### config.mk
export PLATFORM = sky130hd
export DESIGN_NAME = adc_sample_packer_64
export DESIGN_NICKNAME = d
export VERILOG_FILES = /design/src/rtl/adc_sample_packer_64_pkg.sv /design/src/rtl/adc_sample_packer_64_sat_counter.sv /design/src/rtl/adc_sample_packer_64.sv
export SDC_FILE = /design/constraint.sdc
export NUM_CORES = 1
export LEC_CHECK = 0
export BUFFER_PORTS_ARGS = -buffer_cell sky130_fd_sc_hd__buf_4
export CAP_MARGIN = 40
export CELL_PAD_IN_SITES_DETAIL_PLACEMENT = 1
export CELL_PAD_IN_SITES_GLOBAL_PLACEMENT = 1
export CORE_MARGIN = 3
export CORE_UTILIZATION = 42
export CTS_CLUSTER_SIZE = 14
export DETAILED_ROUTE_END_ITERATION = 7
export MAX_ROUTING_LAYER = met4
export PLACE_DENSITY = 0.89
export SETUP_SLACK_MARGIN = 0.3
export SYNTH_ARGS = -nofsm -noshare
export SYNTH_HDL_FRONTEND = slang
export SYNTH_SLANG_ARGS = --single-unit
### constraint.sdc
create_clock -name data_clk -period 19.62 [get_ports data_clk]
set_input_delay 0.981 -clock data_clk [delete_from_list [all_inputs] [get_ports data_clk]]
set_output_delay 0.981 -clock data_clk [all_outputs]
set_load 0.03 [all_outputs]
### src/rtl/adc_sample_packer_64_pkg.sv
// Shared producer-side definitions for the ADC sample packer: FSM encodings,
// default pad word and the beats-per-sample helper.
package adc_sample_packer_64_pkg;

    typedef enum logic [1:0] {
        IDLE  = 2'b00,
        SEND  = 2'b01,
        FLUSH = 2'b10
    } state_t;

    localparam logic [63:0] FILL_WORD_DEFAULT = 64'hDEAD_BEEF_DEAD_BEEF;

    function automatic int wps_of(input int nch);
        return (nch * 16) / 64;
    endfunction

endpackage

### src/rtl/adc_sample_packer_64_sat_counter.sv
// Width-parameterised saturating event counter with synchronous clear.
module adc_sample_packer_64_sat_counter #(
    parameter int W = 16
) (
    input  logic         clk,
    input  logic         rst,
    input  logic         clr,
    input  logic         inc,
    output logic [W-1:0] count
);

    function automatic logic [W-1:0] sat_inc(input logic [W-1:0] v);
        return (&v) ? v : v + 1'b1;
    endfunction

    always_ff @(posedge clk) begin
        if (rst || clr) begin
            count <= '0;
        end else if (inc) begin
            count <= sat_inc(count);
        end
    end

endmodule

### src/rtl/adc_sample_packer_64.sv
// Packs NCH x 16-bit ADC samples into 64-bit AXI4-Stream beats grouped into
// fixed-length packets; disabling DMA mid-packet pads out to the packet boundary.
module adc_sample_packer_64
    import adc_sample_packer_64_pkg::*;
#(
    parameter int          NCH       = 8,
    parameter int          PKT_WIDTH = 9,
    parameter logic [63:0] FILL_WORD = FILL_WORD_DEFAULT
) (
    input  logic              data_clk,
    input  logic              data_rst,
    input  logic              dma_ena,
    input  logic              new_sample,
    input  logic [NCH*16-1:0] adc_data,
    output logic [63:0]       m_axis_tdata,
    output logic [7:0]        m_axis_tkeep,
    output logic              m_axis_tvalid,
    input  logic              m_axis_tready,
    output logic              m_axis_tlast,
    output logic              overrun,
    output logic [15:0]       overrun_cnt,
    output logic [31:0]       pkt_cnt,
    output logic [1:0]        state_o
);

    localparam int WPS    = wps_of(NCH);
    localparam int BIDX_W = (WPS > 1) ? $clog2(WPS) : 1;
    localparam logic [BIDX_W-1:0] LAST_BEAT = BIDX_W'(WPS - 1);

    state_t               state, state_nxt;
    logic [NCH*16-1:0]    sample_reg;
    logic                 busy, busy_nxt;
    logic [BIDX_W-1:0]    beat_idx;
    logic [PKT_WIDTH-1:0] pkt_beat, pkt_beat_nxt;

    logic xfer, final_xfer, accept, drop, arm;

    // All stream outputs derive from registers only; tready never reaches tvalid.
    assign m_axis_tvalid = (state == SEND && busy) || (state == FLUSH);
    assign m_axis_tlast  = m_axis_tvalid && (&pkt_beat);
    assign m_axis_tkeep  = 8'hFF;
    assign state_o       = state;

    always_comb begin
        m_axis_tdata = '0;
        if (m_axis_tvalid) begin
            m_axis_tdata = busy ? sample_reg[64*int'(beat_idx) +: 64] : FILL_WORD;
        end
    end

    assign xfer       = m_axis_tvalid && m_axis_tready;
    assign final_xfer = xfer && busy && (beat_idx == LAST_BEAT);
    assign accept     = new_sample && dma_ena && (state == SEND) && (!busy || final_xfer);
    assign drop       = new_sample && dma_ena && (state == SEND) && busy && !final_xfer;
    assign arm        = (state == IDLE) && dma_ena;

    always_comb begin
        busy_nxt = busy;
        if (accept) begin
            busy_nxt = 1'b1;
        end else if (final_xfer) begin
            busy_nxt = 1'b0;
        end
        pkt_beat_nxt = pkt_beat;
        if (arm) begin
            pkt_beat_nxt = '0;
        end else if (xfer) begin
            pkt_beat_nxt = pkt_beat + 1'b1;
        end
    end

    // Disable decision looks at post-transfer occupancy so a packet that just
    // closed on this edge does not trigger a full pad packet.
    always_comb begin
        state_nxt = state;
        case (state)
            IDLE:    if (dma_ena) state_nxt = SEND;
            SEND:    if (!dma_ena) state_nxt = (busy_nxt || pkt_beat_nxt != '0) ? FLUSH : IDLE;
            FLUSH:   if (xfer && m_axis_tlast) state_nxt = IDLE;
            default: state_nxt = IDLE;
        endcase
    end

    always_ff @(posedge data_clk) begin
        if (data_rst) begin
            state    <= IDLE;
            busy     <= 1'b0;
            beat_idx <= '0;
            pkt_beat <= '0;
            pkt_cnt  <= '0;
            overrun  <= 1'b0;
        end else begin
            state    <= state_nxt;
            busy     <= busy_nxt;
            pkt_beat <= pkt_beat_nxt;
            if (accept || final_xfer) begin
                beat_idx <= '0;
            end else if (xfer && busy) begin
                beat_idx <= beat_idx + 1'b1;
            end
            if (xfer && m_axis_tlast) begin
                pkt_cnt <= pkt_cnt + 32'd1;
            end
            if (arm) begin
                overrun <= 1'b0;
            end else if (drop) begin
                overrun <= 1'b1;
            end
        end
    end

    always_ff @(posedge data_clk) begin
        if (accept) begin
            sample_reg <= adc_data;
        end
    end

    adc_sample_packer_64_sat_counter #(
        .W (16)
    ) u_overrun_cnt (
        .clk   (data_clk),
        .rst   (data_rst),
        .clr   (arm),
        .inc   (drop),
        .count (overrun_cnt)
    );

endmodule

==> impl_metrics.env, run 1 <==
export IMPL_hp_class="flop to flop"
export IMPL_pin_count=258
export IMPL_grt_pass1_wl_microns=35300
export IMPL_hp_start="overrun"
export IMPL_cts_sinks=190
export IMPL_die_w_microns=143
export IMPL_synthFlopType="edfxtp_1"
export IMPL_clockRootBuffer="clkbuf_16"
export IMPL_reg2reg_slack_ns=15.94
export IMPL_die_area_sq_um=20600
export IMPL_final_common_cell="buf_4"
export IMPL_portBuffers=249
export IMPL_via_per_inst=5.34
export IMPL_rr_startpoint="beat_idx"
export IMPL_start_util_pct=43.4
export IMPL_seq_area_frac_synth_pct=64.2
export IMPL_startpoint="beat_idx"
export IMPL_cp_slowest_cell="buf_4"
export IMPL_cts_setup_buffers=0
export IMPL_netlist_area_sq_um=7930
export IMPL_drive_gt1_share_pct=33.6
export IMPL_cpMostUsedCell="buf_4"
export IMPL_status="finished, final reports clean"
export IMPL_drt_pass1_iter_count=7
export IMPL_vias=5991
export IMPL_clkPwrFrac_pct=42.0
export IMPL_drt_initial_drc_count=333
export IMPL_track_usage_pct=23.3
export IMPL_grt_ovfl_total=0
export IMPL_power_switching_mw=0.196
export IMPL_slew_violations=0
export IMPL_power_per_cell_area_nw_per_um2=79.0
export IMPL_avgSynthCellArea_sq_um=12.4
export IMPL_die_y_microns=143
export IMPL_crit_family="buffers and inverters"
export IMPL_place_congestion=0.828
export IMPL_diodes=0
export IMPL_rsz0062_at_grt="false"
export IMPL_cts_max_path_buffers=2
export IMPL_hold_viol=0
export IMPL_placed_area_sq_um=9980
export IMPL_cts_tree="yes"
export IMPL_cts_resized=0
export IMPL_pwr_share_seq_pct=52.2
export IMPL_largest_reg_flops=128
export IMPL_rows=49
export IMPL_setup_ws_ns=15.94
export IMPL_grt_max_degree=77
export IMPL_ys_warn_count=0
export IMPL_max_clock_freq_ghz=0.272
export IMPL_fin_cells=1121
export IMPL_critPathMaxFanout=76
export IMPL_relSlewSlack_pct=37.5
export IMPL_setup_tns_ns=0
export IMPL_post_synth_inst_count=641
export IMPL_setup_viol=0
export IMPL_place_ws_ns=15.92
export IMPL_worstSetupPathType="flop to flop"
export IMPL_synth_enable_flop_cells=128
export IMPL_skew_ns=0.0160
export IMPL_ys_types=50
export IMPL_core_sq_um=18300
export IMPL_p_leak_nw=4.02
export IMPL_cts_buffers_inserted=17
export IMPL_drt_total_wl_microns=23500
export IMPL_worstMarginPinSlew_ns=0.938
export IMPL_grt_pass1_vias=6498
export IMPL_ir_worst_vdd_v=0.0000714
export IMPL_post_route_min_period_ns=3.68
export IMPL_dp_hpwl_microns=16500
export IMPL_drc=0
export IMPL_final_area_sq_um=10600
export IMPL_startpoint_type="flop"
export IMPL_crit_chain="buf_4, nand2_1, o21a_1, nor2_4, buf_4, buf_4"
export IMPL_wl_per_cell_microns=21.0
export IMPL_final_cell_mix="252 x buf_4, 128 x edfxtp_1, 69 x nor2_1"
export IMPL_nets=1016
export IMPL_cp_data_required_time_ns=19.67
export IMPL_period_share_pct=18.7
export IMPL_max_cap_violations=0
export IMPL_timing_critical_path_buf_inv=3
export IMPL_clkSlewWorstSetupHoldPaths_ns=0.07
export IMPL_power_mw=0.835
export IMPL_antenna_found_initial=0
export IMPL_htreeDepth=4
export IMPL_max_stage_delay_ns=0.87
export IMPL_cp_arrival_ns=3.73
export IMPL_p_int_mw=0.638
export IMPL_insertion_delay_ns=0.43
export IMPL_ys_async_sr_fraction_pct=0
export IMPL_ant_nets=0
export IMPL_hold_buffers=0
export IMPL_post_route_util_pct=57.8
export IMPL_synth_seq_cells=190
export IMPL_dp_cells=1089
export IMPL_area_growth_pct=33.4
export IMPL_end_kind="flop"
export IMPL_whs_ns=0.499
export IMPL_sw_frac_of_total_pct=23.5
export IMPL_comb_power_share_pct=5.8
-- layout make-up --
cell class                      instances  area [sq um]
Fill cell                            1922          7700
Sequential cell                       190          5090
Multi-Input combinational cell        405          2630
Timing Repair Buffer                  254          1930
Clock buffer                           17           425
Tap cell                              229           287
Clock inverter                         15           165
Inverter                               11          41.3
-- power by group through the flow --
| stage | combinational, mW | sequential [mW] | clock, mW |
|---|---|---|---|
| detailed placement | 0.0482 | 0.445 | 0 |
| finish | 0.0487 | 0.436 | 0.350 |
| CTS | 0.0489 | 0.436 | 0.357 |
| global route | 0.0522 | 0.436 | 0.375 |
| global placement | 0.0453 | 0.445 | 0 |
| floorplan | 0.0201 | 0.445 | 0 |
-- kinds of logic (layout without fill, tap and decap cells) --
logic type      Yosys count  after routing  synth area share (%)
fa+ha+maj                 4              4                 0.632
mux                      66             66                  8.34
other cells               1              8                0.0473
buf+inv                  53            297                  3.11
xor+xnor                 43             43                  4.75
flops                   190            190                  64.2
compound gates           98             98                  6.82
simple gates            186            186                  12.1
-- worst paths after layout --
path	cells after the start	to
worst max-delay path	6	sample_reg[54]
worst min-delay path	2	overrun
worst max register to register	6	sample_reg[54]
worst min register to register	2	overrun
-- Yosys cell counts, types with 11 or more instances --
cell type	count	share of area, %
inv_1	11	0.52
or3_1	13	1.0
a21oi_1	63	4.0
nand2_1	21	0.99
xnor2_1	15	1.7
dfxtp_1	62	16
nand3_1	21	1.3
o21ai_0	20	1.3
nand4_1	13	1.0
clkbuf_1	22	1.0
edfxtp_1	128	49
mux2i_1	66	8.3
xor2_1	28	3.1
nor2_1	70	3.3
-- per-layer routing --
metal	wire length (microns)	GRT usage (%)	vias up
li1	-	-	2798
met3	1550	6.69	42
met4	612	7.88	0
met2	12100	39.7	234
met1	9200	26.3	2917
met5	0	-	-
-- worst register-to-register path, cell delays in order (launching register included) --
cell	delay (ns)
dfxtp_4	0.72
buf_4	0.63
nand2_1	0.14
o21a_1	0.27
nor2_4	0.09
buf_4	0.57
buf_4	0.87
(Power assumes the default switching activity.)
==> run 2: changes to the inputs <==
--- a/config.mk
+++ b/config.mk
@@ -5,16 +5,17 @@
 export SDC_FILE = /design/constraint.sdc
 export NUM_CORES = 1
 export LEC_CHECK = 0
+export ABC_AREA = 1
 export BUFFER_PORTS_ARGS = -buffer_cell sky130_fd_sc_hd__buf_4
 export CAP_MARGIN = 40
 export CELL_PAD_IN_SITES_DETAIL_PLACEMENT = 1
 export CELL_PAD_IN_SITES_GLOBAL_PLACEMENT = 1
 export CORE_MARGIN = 3
-export CORE_UTILIZATION = 42
+export CORE_UTILIZATION = 34
 export CTS_CLUSTER_SIZE = 14
 export DETAILED_ROUTE_END_ITERATION = 7
 export MAX_ROUTING_LAYER = met4
-export PLACE_DENSITY = 0.89
+export PLACE_DENSITY = 0.8
 export SETUP_SLACK_MARGIN = 0.3
 export SYNTH_ARGS = -nofsm -noshare
 export SYNTH_HDL_FRONTEND = slang
==> constraint.sdc (replaced) <==
create_clock -name data_clk -period 3.25 [get_ports data_clk]
set_input_delay 0.1625 -clock data_clk [delete_from_list [all_inputs] [get_ports data_clk]]
set_output_delay 0.1625 -clock data_clk [all_outputs]
set_load 0.03 [all_outputs]
==> run 2 against run 1 <==
  * Clock power increased to 6.1 times the previous value
  * Global-route usage shrank 0.56 points
  * Worst setup slack worse by 15 ns
  * Register-to-register slack got worse by 15 ns
  * Synthesized area grew 8.5%
  * Fmax increased by 47%
  * Utilization down 6.2 points
  * Hold slack lost 0.38 ns
  * Critical path depth increased by 5
  * Critical endpoint is now pkt_cnt[8]
  * Largest cell class unchanged
  * Highest routed layer unchanged
==> impl_metrics.env, run 2 <==
export IMPL_portBuffers=249
export IMPL_worstMarginPinSlew_ns=0.780
export IMPL_dp_cells=1497
export IMPL_start_util_pct=34.9
export IMPL_ir_worst_vdd_v=0.000291
export IMPL_grt_max_degree=66
export IMPL_via_per_inst=4.87
export IMPL_pwr_share_seq_pct=50.3
export IMPL_post_route_min_period_ns=2.51
export IMPL_synth_most_common_cell="nand2_1"
export IMPL_max_stage_delay_ns=0.38
export IMPL_cts_sinks=190
export IMPL_htreeDepth=4
export IMPL_setup_viol=0
export IMPL_hp_class="input port to flop"
export IMPL_seq_area_frac_synth_pct=59.2
export IMPL_synthFlopType="edfxtp_1"
export IMPL_p_int_mw=3.96
export IMPL_drc=0
export IMPL_grt_busiest_layer="met2"
export IMPL_clkSlewWorstSetupHoldPaths_ns=0.08
export IMPL_die_area_sq_um=27200
export IMPL_ys_async_sr_fraction_pct=0
export IMPL_die_y_microns=165
export IMPL_final_common_cell="nand2_1"
export IMPL_hold_viol=0
export IMPL_drt_total_wl_microns=30300
export IMPL_cts_max_path_buffers=2
export IMPL_setup_tns_ns=0
export IMPL_place_ws_ns=0.760
export IMPL_skew_ns=0.0151
export IMPL_cp_data_required_time_ns=3.55
export IMPL_end_kind="flop"
export IMPL_insertion_delay_ns=0.43
export IMPL_p_leak_nw=5.40
export IMPL_largest_reg_flops=128
export IMPL_status="finished, final reports clean"
export IMPL_avgSynthCellArea_sq_um=9.03
export IMPL_place_congestion=0.800
export IMPL_cts_tree="yes"
export IMPL_ys_warn_count=0
export IMPL_synth_seq_cells=190
export IMPL_yosys_top_cells_count="277 x nand2_1, 128 x edfxtp_1, 103 x inv_1"
export IMPL_power_switching_mw=1.26
export IMPL_yosysTopAreaCellShare_pct=44.7
export IMPL_grt_use_met2_pct=40.8
export IMPL_setup_ws_ns=0.745
export IMPL_nets=1458
export IMPL_yosys_area_top_type="edfxtp_1"
export IMPL_critPathMaxFanout=13
export IMPL_post_synth_inst_count=952
export IMPL_worstSetupPathType="flop to flop"
export IMPL_drive_gt1_share_pct=24.3
export IMPL_final_cell_mix="277 x nand2_1, 257 x buf_4, 129 x dlygate4sd3_1"
export IMPL_pin_count=258
export IMPL_sw_frac_of_total_pct=24.2
export IMPL_grt_pass1_vias=8548
export IMPL_core_sq_um=24600
export IMPL_cts_buffers_inserted=17
export IMPL_clockRootBuffer="clkbuf_16"
export IMPL_antenna_found_initial=5
export IMPL_ys_types=38
export IMPL_yosys_top_cells_area="edfxtp_1 45%, dfxtp_1 14%, nand2_1 12%"
export IMPL_crit_chain="ha_1, nand3_1, nor4_1, ha_1, inv_1, nor2_4, nand2_1, nor2_1, nand2_1, o21ai_0, nor2_1"
export IMPL_cts_setup_buffers=0
export IMPL_period_share_pct=77.1
export IMPL_relSlewSlack_pct=48.0
export IMPL_rows=57
export IMPL_comb_power_share_pct=8.8
export IMPL_whs_ns=0.119
export IMPL_drt_pass1_iter_count=4
export IMPL_fin_cells=1663
export IMPL_drt_initial_drc_count=536
export IMPL_synth_enable_flop_cells=128
export IMPL_use_met3_pct=3.94
export IMPL_grt_ovfl_total=0
export IMPL_wl_per_cell_microns=18.2
export IMPL_grt_pass1_wl_microns=46500
export IMPL_dp_hpwl_microns=18400
export IMPL_clkPwrFrac_pct=40.9
export IMPL_power_per_cell_area_nw_per_um2=411
export IMPL_use_met1_pct=25.4
export IMPL_die_w_microns=165
export IMPL_area_growth_pct=47.8
export IMPL_netlist_area_sq_um=8600
export IMPL_startpoint_type="flop"
export IMPL_cp_slowest_cell="dfxtp_1"
export IMPL_rsz0062_at_grt="false"
export IMPL_ant_nets=0
export IMPL_track_usage_pct=22.7
export IMPL_max_clock_freq_ghz=0.399
export IMPL_max_cap_violations=0
export IMPL_vias=8102
export IMPL_cp_arrival_ns=2.81
export IMPL_slew_violations=0
## run 2: changes by cell type in the layout (fill, tap and decap cells not counted), sizes merged, moves of 23 or more
cell         delta
dlygate4sd3   +129
inv            +94
mux2i          -66
nand2         +264
nand3          +70
xor2           -23
## run 2: final cells by class
class                      count  area, sq um
clock buffer                  17          425
sequential                   190         5090
antenna                        5         12.5
clock inverter                15          174
inverter                     108          408
tap                          324          405
multi-input combinational    616         2920
fill                        2848        11900
timing repair buffer         388         3260
## run 2: logic make-up after synthesis
group | Yosys count | share of synthesized area [%]
adders and majority gates | 4 | 0.582
and+or+nand+nor | 499 | 25.9
other | 1 | 0.0436
xor gates and xnor gates | 12 | 1.22
AOI/OAI and AO/OA | 93 | 5.87
DFF | 190 | 59.2
buffers and inverters | 153 | 7.28
## run 2: metrics by stage
stage	util, %	instance area [sq um]	total power [mW]
6_report	51.6	12700	5.22
5_1_grt	51.6	12700	5.42
4_1_cts	51.6	12700	5.26
3_5_place_dp	43.9	10800	2.99
3_3_place_gp	43.9	10800	2.98
2_1_floorplan	-	8650	2.81
## run 2: worst max-delay path, delay by kind of cell (launching register included)
kind	cells	cell delay, ns
and+or+nand+nor	7	1.18
adders and majority gates	2	0.49
DFF	1	0.38
AOI/OAI and AO/OA	1	0.23
buffers and inverters	1	0.10
## run 2: final timing paths
check                           slack (ns)        start  depth (start not counted)          end
worst min-delay path                  0.12     data_rst                          2  pkt_cnt[15]
worst max register to register        0.74  pkt_beat[0]                         11   pkt_cnt[8]
worst min register to register        0.46      overrun                          2      overrun
worst max-delay path                  0.74  pkt_beat[0]                         11   pkt_cnt[8]
## run 2: repair_timing
item	CTS	global route
resized for setup	0	0
endpoints found under the hold margin	129	0
hold buffers	129	0
## run 2: metal layers
layer  wire, microns  share of wire (%)
met5               0                  0
met4             743                2.5
met3            1380                4.6
met2           16100                 53
met1           12100                 40
## run 2: power groups by stage
stage	registers [mW]	logic [mW]	clock network, mW
2_1_floorplan	2.68	0.134	0
3_3_place_gp	2.68	0.305	0
3_5_place_dp	2.68	0.313	0
4_1_cts	2.62	0.447	2.18
5_1_grt	2.63	0.493	2.30
6_report	2.63	0.460	2.14
==> run 3: changes to the inputs <==
==> constraint.sdc (replaced) <==
create_clock -name data_clk -period 2.3 [get_ports data_clk]
set_input_delay 0.115 -clock data_clk [delete_from_list [all_inputs] [get_ports data_clk]]
set_output_delay 0.115 -clock data_clk [all_outputs]
set_load 0.03 [all_outputs]
==> run 3 against run 2 <==
  * Final cell count up 1.3%
  * Cell area up 2.7%
  * Power up 39%
  * Worst setup slack worse by 0.39 ns
  * Non-clock buffer count up 24
  * Fmax up 29%
  * Routed wire length up 2.5%
  * Critical path depth unchanged
  * Global-route usage about the same
==> impl_metrics.env, run 3 (synthesized netlist as in run 2, its figures left out) <==
export IMPL_start_util_pct=34.9
export IMPL_final_cell_mix="276 x nand2_1, 271 x buf_4, 129 x dlygate4sd3_1"
export IMPL_setup_tns_ns=0
export IMPL_cts_buffers_inserted=17
export IMPL_setup_viol=0
export IMPL_grt_pass1_wl_microns=46300
export IMPL_htreeDepth=4
export IMPL_p_leak_nw=5.55
export IMPL_drt_pass1_iter_count=5
export IMPL_track_usage_pct=22.7
export IMPL_antenna_found_initial=2
export IMPL_period_share_pct=84.6
export IMPL_end_kind="flop"
export IMPL_cp_data_required_time_ns=2.62
export IMPL_multi_input_area_sq_um=3050
export IMPL_max_clock_freq_ghz=0.514
export IMPL_rows=57
export IMPL_grt_use_met2_pct=41.0
export IMPL_rsz0062_at_grt="true"
export IMPL_critPathMaxFanout=4
export IMPL_final_seq_area_sq_um=5100
export IMPL_portBuffers=249
export IMPL_vias=8179
export IMPL_post_route_min_period_ns=1.95
export IMPL_power_mw=7.27
export IMPL_ant_nets=0
export IMPL_clockRootBuffer="clkbuf_16"
export IMPL_wl_per_cell_microns=18.5
export IMPL_whs_ns=0.150
export IMPL_use_met1_pct=24.7
export IMPL_cts_sinks=190
export IMPL_startpoint_type="flop"
export IMPL_clkSlewWorstSetupHoldPaths_ns=0.08
export IMPL_die_y_microns=165
export IMPL_dp_hpwl_microns=18700
export IMPL_grt_busiest_layer="met2"
export IMPL_power_per_cell_area_nw_per_um2=558
export IMPL_drt_initial_drc_count=530
export IMPL_slew_violations=0
export IMPL_core_sq_um=24600
export IMPL_post_route_util_pct=53.0
export IMPL_worstSetupPathType="flop to flop"
export IMPL_grt_ovfl_total=0
export IMPL_area_growth_pct=51.8
export IMPL_drive_gt1_share_pct=27.7
export IMPL_die_area_sq_um=27200
export IMPL_cp_arrival_ns=2.27
export IMPL_place_congestion=0.815
export IMPL_nFillCells=2822
export IMPL_hp_class="input port to flop"
export IMPL_final_common_cell="nand2_1"
export IMPL_drc=0
export IMPL_drt_total_wl_microns=31100
export IMPL_via_per_inst=4.86
export IMPL_use_met3_pct=4.77
export IMPL_skew_ns=0.0150
export IMPL_pin_count=258
export IMPL_grt_pass1_vias=8609
export IMPL_status="finished, final reports clean"
export IMPL_largest_reg_flops=128
export IMPL_max_cap_violations=0
export IMPL_nets=1482
export IMPL_ir_worst_vdd_v=0.000343
export IMPL_cts_tree="yes"
export IMPL_die_w_microns=165
export IMPL_insertion_delay_ns=0.43
export IMPL_hold_viol=0
export IMPL_grt_max_degree=65
export IMPL_cts_max_path_buffers=2
==> run 3: routing by layer <==
| layer | share of wire, % | up-vias |
|---|---|---|
| li1 | - | 3912 |
| met1 | 39 | 3976 |
| met2 | 53 | 242 |
| met3 | 5.5 | 49 |
| met4 | 2.6 | 0 |
| met5 | 0 | - |
==> run 3: where the power goes <==
| group | total (mW) | internal [mW] | leakage, nW | switching, mW |
|---|---|---|---|---|
| logic | 0.667 | 0.362 | 3.61 | 0.305 |
| clock network | 2.90 | 1.47 | 0.279 | 1.43 |
| registers | 3.71 | 3.69 | 1.66 | 0.0195 |
| total | 7.27 | 5.52 | 5.55 | 1.75 |
==> run 3: stage by stage <==
| step | setup slack [ns] | instance area, sq um | cells |
|---|---|---|---|
| after floorplan | -1.21 | 8650 | 959 |
| after global placement | 0.214 | 10900 | 1507 |
| after detailed placement | 0.136 | 10900 | 1507 |
| after CTS | 0.267 | 12800 | 1672 |
| after global routing | 0.211 | 13000 | 1684 |
| final | 0.355 | 13000 | 1684 |
==> run 3: area by class of cell <==
cell class              instances  share of cell area, %
flip-flops and latches        190                   39.1
repair buffers                412                   26.9
multi-input cells             616                   23.3
clock buffers                  19                   3.39
inverters                     108                   3.17
well taps                     324                   3.11
clock inverters                13                  0.921
diodes                          2                 0.0384
==> run 3: path summary, 6_finish.rpt <==
| path | startpoint | to | slack, ns | cells past startpoint |
|---|---|---|---|---|
| worst max-delay path | pkt_beat[1] | pkt_cnt[24] | 0.35 | 11 |
| worst min-delay path | m_axis_tready | pkt_beat[1] | 0.15 | 4 |
| worst max register to register | pkt_beat[1] | pkt_cnt[24] | 0.35 | 11 |
| worst min register to register | overrun | overrun | 0.46 | 2 |
==> run 3: worst max-delay path, cell delays in order, from the launching register on <==
cell     delay (ns)
dfxtp_2        0.36
ha_4           0.16
nand3_4        0.08
nor4_4         0.17
ha_2           0.25
inv_2          0.06
nor2_4         0.17
nand2_2        0.10
nor2_4         0.14
nand4_1        0.14
o21ai_1        0.16
a21oi_1        0.05
==> run 3: what timing repair did <==
item / CTS / global route
setup endpoints to repair: 105 / 149
pin swaps: 8 / 13
resized for setup: 21 / 26
setup buffers: 4 / 9
endpoints found under the hold margin: 130 / 0
gates cloned: 0 / 1
hold buffers: 129 / 0
